<file path="config.mk">
export PLATFORM = sky130hd
export DESIGN_NAME = pipeline_wb_flat
export DESIGN_NICKNAME = d
export VERILOG_FILES = /design/src/rtl/cpu_pkg.sv /design/src/rtl/pipeline_wb_if.sv /design/src/rtl/reg_file_4x8.sv /design/src/rtl/pipeline_wb.sv /design/src/flat_wrapper.sv
export SDC_FILE = /design/constraint.sdc
export NUM_CORES = 1
export LEC_CHECK = 0
export BUFFER_PORTS_ARGS = -buffer_cell sky130_fd_sc_hd__clkbuf_2
export CORE_AREA = 2 2 85 87
export DETAILED_ROUTE_END_ITERATION = 10
export DIE_AREA = 0 0 87 89
export PLACE_DENSITY = 0.76
export SYNTH_ARGS = -nofsm -noshare
export SYNTH_HDL_FRONTEND = slang
export SYNTH_HIERARCHICAL = 1
export SYNTH_SLANG_ARGS = --single-unit
</file>
<file path="constraint.sdc">
create_clock -name clk -period 1.8 [get_ports clk]
set_input_delay 0.27 -clock clk [delete_from_list [all_inputs] [get_ports clk]]
set_output_delay 0.27 -clock clk [all_outputs]
set_load 0.01 [all_outputs]
</file>
<file path="src/rtl/cpu_pkg.sv">
// Shared CPU definitions: datapath widths, write-back select encodings and
// the write-back data mux used by the pipeline stages.
package cpu_pkg;
    localparam int DATA_W = 8;
    localparam int RA_W   = 2;
    localparam int NREG   = 4;
    localparam int CNT_W  = 16;

    // wb_wb_sel encoding
    localparam logic WB_SEL_LINK  = 1'b0;
    localparam logic WB_SEL_DATA  = 1'b1;
    // wb_data_sel encoding
    localparam logic DATA_SEL_ALU = 1'b0;
    localparam logic DATA_SEL_DM  = 1'b1;

    typedef logic [DATA_W-1:0] data_t;
    typedef logic [RA_W-1:0]   ra_t;
    typedef logic [CNT_W-1:0]  cnt_t;

    // Selects the value committed to the register file.
    function automatic data_t wb_mux(input logic  wb_sel,
                                     input logic  data_sel,
                                     input data_t dm,
                                     input data_t alu,
                                     input data_t lnk);
        if (wb_sel == WB_SEL_LINK) begin
            return lnk;
        end
        return (data_sel == DATA_SEL_DM) ? dm : alu;
    endfunction
endpackage

</file>
<file path="src/rtl/pipeline_wb_if.sv">
// Write-back stage bus: MEM/WB register fields in, register-file read
// ports, forwarding path and retire count out.
interface pipeline_wb_if;
    import cpu_pkg::*;

    data_t DM;
    data_t ALU_ea;
    data_t link_val;
    ra_t   ra;
    logic  wb_wb_sel;
    logic  wb_data_sel;
    logic  wb_reg_en;
    logic  wb_valid;
    ra_t   rs1;
    ra_t   rs2;
    data_t rd1;
    data_t rd2;
    data_t fwd_data;
    ra_t   fwd_ra;
    logic  fwd_en;
    cnt_t  retired;

    modport master (
        output DM, ALU_ea, link_val, ra, wb_wb_sel, wb_data_sel,
               wb_reg_en, wb_valid, rs1, rs2,
        input  rd1, rd2, fwd_data, fwd_ra, fwd_en, retired
    );

    modport slave (
        input  DM, ALU_ea, link_val, ra, wb_wb_sel, wb_data_sel,
               wb_reg_en, wb_valid, rs1, rs2,
        output rd1, rd2, fwd_data, fwd_ra, fwd_en, retired
    );
endinterface

</file>
<file path="src/rtl/reg_file_4x8.sv">
// Four-entry, 8-bit register file with two combinational read ports and a
// write-through bypass so a reader sees the value being written this cycle.
module reg_file_4x8
    import cpu_pkg::*;
(
    input  logic  clk,
    input  logic  i_rst_n,
    input  logic  i_we,
    input  ra_t   i_wa,
    input  data_t i_wd,
    input  ra_t   i_rs1,
    input  ra_t   i_rs2,
    output data_t o_rd1,
    output data_t o_rd2
);
    data_t r_regs [NREG];

    // Register array: cleared by reset, written on the edge when enabled.
    always_ff @(posedge clk or negedge i_rst_n) begin
        if (!i_rst_n) begin
            for (int i = 0; i < NREG; i++) begin
                r_regs[i] <= '0;
            end
        end else if (i_we) begin
            r_regs[i_wa] <= i_wd;
        end
    end

    // Read ports with bypass; forced to zero while reset is held so a
    // pending write cannot leak through.
    always_comb begin
        o_rd1 = r_regs[i_rs1];
        o_rd2 = r_regs[i_rs2];
        if (i_we && (i_rs1 == i_wa)) o_rd1 = i_wd;
        if (i_we && (i_rs2 == i_wa)) o_rd2 = i_wd;
        if (!i_rst_n) begin
            o_rd1 = '0;
            o_rd2 = '0;
        end
    end
endmodule

</file>
<file path="src/rtl/pipeline_wb.sv">
// Write-back stage: selects the commit value, drives the register file,
// keeps a registered copy of the last commit for EX forwarding, and counts
// retired instructions (bubbles excluded, non-writing instructions included).
module pipeline_wb
    import cpu_pkg::*;
(
    input logic         clk,
    input logic         rst,
    pipeline_wb_if.slave bus
);
    data_t w_wdata;
    logic  w_we;
    data_t r_fwd_data;
    ra_t   r_fwd_ra;
    logic  r_fwd_en;
    cnt_t  r_retired;

    assign w_wdata = wb_mux(bus.wb_wb_sel, bus.wb_data_sel,
                            bus.DM, bus.ALU_ea, bus.link_val);
    assign w_we    = bus.wb_reg_en & bus.wb_valid;

    reg_file_4x8 u_rf (
        .clk     (clk),
        .i_rst_n (rst),
        .i_we    (w_we),
        .i_wa    (bus.ra),
        .i_wd    (w_wdata),
        .i_rs1   (bus.rs1),
        .i_rs2   (bus.rs2),
        .o_rd1   (bus.rd1),
        .o_rd2   (bus.rd2)
    );

    // Forwarding register: valid flag tracks every cycle, payload holds
    // the most recent committed write.
    always_ff @(posedge clk or negedge rst) begin
        if (!rst) begin
            r_fwd_en   <= 1'b0;
            r_fwd_data <= '0;
            r_fwd_ra   <= '0;
        end else begin
            r_fwd_en <= w_we;
            if (w_we) begin
                r_fwd_data <= w_wdata;
                r_fwd_ra   <= bus.ra;
            end
        end
    end

    // Retire counter; wraps naturally at full scale.
    always_ff @(posedge clk or negedge rst) begin
        if (!rst) begin
            r_retired <= '0;
        end else if (bus.wb_valid) begin
            r_retired <= r_retired + cnt_t'(1);
        end
    end

    assign bus.fwd_data = r_fwd_data;
    assign bus.fwd_ra   = r_fwd_ra;
    assign bus.fwd_en   = r_fwd_en;
    assign bus.retired  = r_retired;
endmodule
</file>
<file path="src/flat_wrapper.sv">
// flat-port wrapper written by rule: the top's interface ports become plain ports
module pipeline_wb_flat import cpu_pkg::*;
  (clk, rst, bus_DM, bus_ALU_ea, bus_link_val, bus_ra, bus_wb_wb_sel, bus_wb_data_sel, bus_wb_reg_en, bus_wb_valid, bus_rs1, bus_rs2, bus_rd1, bus_rd2, bus_fwd_data, bus_fwd_ra, bus_fwd_en, bus_retired);
  pipeline_wb_if bus_i ();
  input logic clk;
  input logic rst;
  input wire logic [$bits(bus_i.DM)-1:0] bus_DM;
  input wire logic [$bits(bus_i.ALU_ea)-1:0] bus_ALU_ea;
  input wire logic [$bits(bus_i.link_val)-1:0] bus_link_val;
  input wire logic [$bits(bus_i.ra)-1:0] bus_ra;
  input wire logic [$bits(bus_i.wb_wb_sel)-1:0] bus_wb_wb_sel;
  input wire logic [$bits(bus_i.wb_data_sel)-1:0] bus_wb_data_sel;
  input wire logic [$bits(bus_i.wb_reg_en)-1:0] bus_wb_reg_en;
  input wire logic [$bits(bus_i.wb_valid)-1:0] bus_wb_valid;
  input wire logic [$bits(bus_i.rs1)-1:0] bus_rs1;
  input wire logic [$bits(bus_i.rs2)-1:0] bus_rs2;
  output wire logic [$bits(bus_i.rd1)-1:0] bus_rd1;
  output wire logic [$bits(bus_i.rd2)-1:0] bus_rd2;
  output wire logic [$bits(bus_i.fwd_data)-1:0] bus_fwd_data;
  output wire logic [$bits(bus_i.fwd_ra)-1:0] bus_fwd_ra;
  output wire logic [$bits(bus_i.fwd_en)-1:0] bus_fwd_en;
  output wire logic [$bits(bus_i.retired)-1:0] bus_retired;
  assign bus_i.DM = bus_DM;
  assign bus_i.ALU_ea = bus_ALU_ea;
  assign bus_i.link_val = bus_link_val;
  assign bus_i.ra = bus_ra;
  assign bus_i.wb_wb_sel = bus_wb_wb_sel;
  assign bus_i.wb_data_sel = bus_wb_data_sel;
  assign bus_i.wb_reg_en = bus_wb_reg_en;
  assign bus_i.wb_valid = bus_wb_valid;
  assign bus_i.rs1 = bus_rs1;
  assign bus_i.rs2 = bus_rs2;
  assign bus_rd1 = bus_i.rd1;
  assign bus_rd2 = bus_i.rd2;
  assign bus_fwd_data = bus_i.fwd_data;
  assign bus_fwd_ra = bus_i.fwd_ra;
  assign bus_fwd_en = bus_i.fwd_en;
  assign bus_retired = bus_i.retired;
  pipeline_wb u_core (.clk(clk), .rst(rst), .bus(bus_i));
endmodule
</file>
### Word level (Yosys, flattened, before mapping)

Cells that the tools add are included.

| storage, ports and cells | value |
|---|---|
| register bits after elaboration | 59 |
| bits in latches | 0 |
| bits in writable memories | 0 |
| ROM bits | 0 |
| input port bits | 36 |
| output and inout port bits | 43 |
| word-level logic and storage cells | 37 |
| memories kept | 0 |

| operators by class | value |
|---|---|
| $add $sub $neg | 1 |
| $mul | 0 |
| divide/modulo/power cells | 0 |
| order comparisons | 4 |
| equality and inequality tests | 2 |
| shifts and indexed selects | 0 |
| muxes and demuxes | 15 |
| bitwise logic cells | 4 |
| reductions and logical operators | 3 |

Operator list:

| cell | number |
|---|---|
| 8-bit two-way mux | 11 |
| 8-bit binary-select mux with 2-bit select | 2 |
| 32-bit bitwise mux | 1 |
| 16-bit by 1-bit adder with 16-bit output, second input constant | 1 |
| 8-bit demux with 2-bit select | 1 |
| 3-bit >= comparator, second input constant | 3 |
| 2-bit NOT with 3-bit output | 3 |
| 2-bit == test | 2 |
| 1-bit logical AND | 3 |
| 3-bit by 1-bit less-than comparator with 1-bit output, second input constant | 1 |
| 1-bit bitwise AND | 1 |

### Longest topological paths before layout

| logic depth | value |
|---|---|
| word-level depth | 6 |
| mapped depth | 7 |
| depth with buffers taken out | 5 |

### By module

Netlist, hierarchy kept.

By module, submodules not included:

| module | instances | cells an instance | area each (um^2) | sequential area each (um^2) |
|---|---|---|---|---|
| reg_file_4x8 | 1 | 151 | 2177.1 | 800.8 |
| pipeline_wb | 1 | 109 | 1277.5 | 675.6 |

### Worst setup path before layout

Ideal clock, no wire load.

| timing path | value |
|---|---|
| kind | input-to-output |
| start point | input bus_wb_valid |
| end point | output bus_rd1[0] |
| arrival | 1549 ps |
| data required time | 1530 ps |
| slack | -19 ps |
| stages | 7 |
| path buffers | 3 |
| path through | buf_2 > nand2_1 > inv_2 > buf_2 > clkbuf_1 > nand4_1 > a21boi_1 |

| between the ends | value |
|---|---|
| cells in the longest elaborated chain, start to end | 4 |

Ends and longest elaborated chain:

| item | line | RTL |
|---|---|---|
| from (decl) | flat_wrapper.sv:14 | `input wire logic [$bits(bus_i.wb_valid)-1:0] bus_wb_valid;` |
| 1-bit bitwise AND | pipeline_wb.sv:20 | `assign w_we = bus.wb_reg_en & bus.wb_valid;` |
| named net u_core.w_we | pipeline_wb.sv:12 | `logic w_we;` |
| 1-bit logical AND | reg_file_4x8.sv:34 | `if (i_we && (i_rs1 == i_wa)) o_rd1 = i_wd;` |
| 8-bit two-way mux | reg_file_4x8.sv:34 |  |
| 8-bit two-way mux | reg_file_4x8.sv:36 | `if (!i_rst_n) begin` |
| to (decl) | flat_wrapper.sv:17 | `output wire logic [$bits(bus_i.rd1)-1:0] bus_rd1;` |

The timed path passes the listed nets, and every way through them passes these cells.

### Worst setup path in the final report

| timing path | value |
|---|---|
| start point | register u_core/u_rf/r_regs[3] in the netlist's numbering |
| end point | output bus_rd2[3] |

| between the ends | value |
|---|---|
| cells in the longest elaborated chain, start to end | 5 |

Ends and longest elaborated chain:

| item | line | RTL |
|---|---|---|
| from (decl) | reg_file_4x8.sv:16 | `data_t r_regs [NREG];` |
| from (signal, indexed assignment) | reg_file_4x8.sv:25 | `r_regs[i_wa] <= i_wd;` |
| 8-bit binary-select mux with 2-bit select | reg_file_4x8.sv:33 | `o_rd2 = r_regs[i_rs2];` |
| 8-bit two-way mux (implied by the code) (2 in a row) | reg_file_4x8.sv:33 |  |
| 8-bit two-way mux | reg_file_4x8.sv:35 | `if (i_we && (i_rs2 == i_wa)) o_rd2 = i_wd;` |
| 8-bit two-way mux | reg_file_4x8.sv:36 |  |
| to (decl) | flat_wrapper.sv:18 | `output wire logic [$bits(bus_i.rd2)-1:0] bus_rd2;` |

Every way passes these cells. The select of a mux whose other input is x is not followed.

==> results.ini <==
[floorplan]
die_w_um = 87
rows = 30
floorplan.initialDensity_pct = 51.4
io_pins = 79
die_area_mm2 = 0.00774
core_mm2 = 0.00672
die_h_um = 89

[timing]
clock_skew_ns = 0.00450
period_share_pct = 102
tightestPinTransition_ns = 0.565
fin_crit_ns = 1.84
max_slew_margin_pct = 62.3
setup_slack_ns = -0.0436
finalSetupViolations = 12
drv_slew = 0
max_freq_ghz = 0.542
rsz0062_at_grt = true
finalHoldViolations = 0
hold_ws_ns = 0.137

[critical_path]
worstPathMaxFanout = 3
arrival_ns = 1.57
cpMaxStageDelayCell = mux4_2
path_cells = mux4_2 -> o31ai_2 -> a21boi_1 -> clkbuf_2
cp.buffers_inverters = 1
critPathTopFamily = multiplexers
cpPeakStageDelay_ns = 0.50
reg2reg_depth = 4
critPathLaunchType = register
path_depth = 4
crit_type = register to primary output
end_kind = primary output
cp.required_ns = 1.53
reg2reg_slack_ns = 0.28

[detailed_routing]
dr.first_iter.drc_count = 188
wl_per_cell_um = 18.4
via_count = 2672
drc = 0
vias_per_cell = 5.89
antenna_left = 0
wl_um = 8340
drt-pass1-iter-count = 4

[power]
p_seq_share_pct = 41.8
pwr-share-comb_pct = 29.4
p_int_mw = 3.19
p_leak_nw = 1.99
p_per_area_mw_per_mm2 = 1070
swShare_pct = 31.9
p_switching_mw = 1.49
ir_drop_v = 0.000858
clockPowerShare_pct = 28.8

[clocking]
path_clk_slew_ns = 0.07
cts_max_path_buffers = 2
cts.sinks = 59
cts_tree = yes
root_buffer = clkbuf_8
worstSkewPairLatency_ns = 0.33
htreeDepth = 3
numCtsBuffers = 9

[outcome]
status = finished, violations left
violations = setup timing

[final_layout]
area_growth_pct = 26.1
layout-drive-gt1-share_pct = 55.9
antenna_cells = 0
final_cell_mix = clkbuf_2 (66), dfrtp_1 (59), mux2_2 (39)
final_common_cell = clkbuf_2
fin_nets = 406
final_core_util_pct = 64.8

[synth]
netlist_area_mm2 = 0.00345
yosysWarnings = 6
synth_fp_nets = 297
ys_ff_latch = 59
avgSynthCellArea_um2 = 13.3
synthCells = 260
ys_seq_area_share_pct = 42.7
yosysUniqueCellTypes = 27

[global_route]
grt_pass1_wl_um = 13300
antenna_found_initial = 0
grt_max_degree = 26
grt_use_total_pct = 22.6
grt_pass1_vias = 2647
overflow = 0

[hold_path]
hp-class = input pin to asynchronous set/reset pin

[place]
dp_hpwl_um = 5980
gp_congestion = 0.803
numPortBuffers = 78

[run]
drv_cap = 0

[worst reg2reg max path, stage by stage (launching register included)]
cell and delay [ns]:
dfrtp_1 0.45, ha_1 0.22, nand4_1 0.20, nor4_1 0.41
xor2_1 0.17
[timing repair]
action | in CTS | in global routing
setup endpoints to repair | 16 | 16
setup buffers | 2 | 4
hold buffers | 1 | 0
hold endpoints to repair | 5 | 0
cloned | 0 | 0
resized for setup | 17 | 22
pin swaps | 13 | 12
[layer usage]
metal,vias up,global-route usage (%),routed length [um]
met2,113,35.8,3960
li1,1219,-,-
met5,-,0,0
met4,0,8.10,79
met1,1331,30.8,3590
met3,9,5.17,713
[cell type report]
cell class / instances / area [um^2]
clock buffer: 9 / 124
clock inverter: 7 / 101
fill: 532 / 2360
inverter: 2 / 7.51
multi-input combinational: 185 / 1880
sequential: 59 / 1480
tap: 80 / 100
timing repair buffer: 112 / 663
[power by group through the flow]
stage / sequential (mW) / combinational [mW] / clock [mW]
2_1_floorplan: 1.92 / 0.784 / 0
3_5_place_dp: 1.95 / 1.26 / 0
6_report: 1.96 / 1.37 / 1.35
4_1_cts: 1.94 / 1.31 / 1.39
5_1_grt: 2.00 / 1.49 / 1.46
3_3_place_gp: 1.92 / 1.22 / 0
[Yosys cell counts]
cell type,n,area [um^2]
a21boi_1,16,120
a21oi_1,8,40.0
and3_1,1,6.26
buf_2,8,40.0
buf_6,4,45.0
clkbuf_1,2,7.51
dfrtp_1,59,1480
ha_1,1,12.5
inv_2,2,7.51
mux2_1,4,45.0
mux2_2,39,439
mux2i_1,8,80.1
mux4_1,16,420
nand2_1,9,33.8
nand3_2,1,10.0
nand3b_2,2,22.5
nand4_1,20,125
nand4_4,2,42.5
nor2_1,11,41.3
nor3_1,2,10.0
nor3_4,1,16.3
nor4_1,5,31.3
o31ai_1,16,120
xnor2_1,4,35.0
xnor2_2,4,65.1
xor2_1,11,96.3
xor2_2,4,65.1
[state kept, by name, summed over array words and instances (netlist names)]
name	cells
u_core/bus.retired	16
u_core/bus.fwd_en	1
u_core/bus.fwd_ra	2
u_core/u_rf/r_regs	32
u_core/bus.fwd_data	8
[final timing paths]
check                                       start                     end
setup / recovery            u_core/u_rf/r_regs[3]              bus_rd2[3]
hold / removal                                rst  u_core/bus.fwd_data[0]
setup reg to reg            u_core/bus.retired[0]  u_core/bus.retired[12]
hold reg to reg            u_core/bus.retired[15]  u_core/bus.retired[15]
max in group asynchronous                     rst  u_core/bus.retired[15]
min in group clk                     bus_wb_valid   u_core/bus.retired[0]
[stage by stage]
stage	setup slack [ns]	setup TNS (ns)	cells	area, um^2	power [mW]
floorplan	0.0734	0	260	3460	2.70
global route	-0.118	-1.28	454	4360	4.96
detailed placement	0.00525	0	431	4070	3.21
CTS	-0.0572	-0.465	450	4300	4.64
global placement	0.0240	0	431	4070	3.15
finish	-0.0436	-0.192	454	4360	4.68
[cells by family after synthesis]
| kind of cell | after synthesis | share of synthesized area [%] |
|---|---|---|
| multiplexers | 67 | 28.5 |
| flip-flops | 59 | 42.7 |
| AND/OR/NAND/NOR | 54 | 9.82 |
| AO/OA/AOI/OAI | 40 | 8.11 |
| XOR/XNOR | 23 | 7.57 |
| buffers and inverters | 16 | 2.90 |
| adder cells (fa/ha/maj) | 1 | 0.362 |
(Power assumes the default switching activity.)
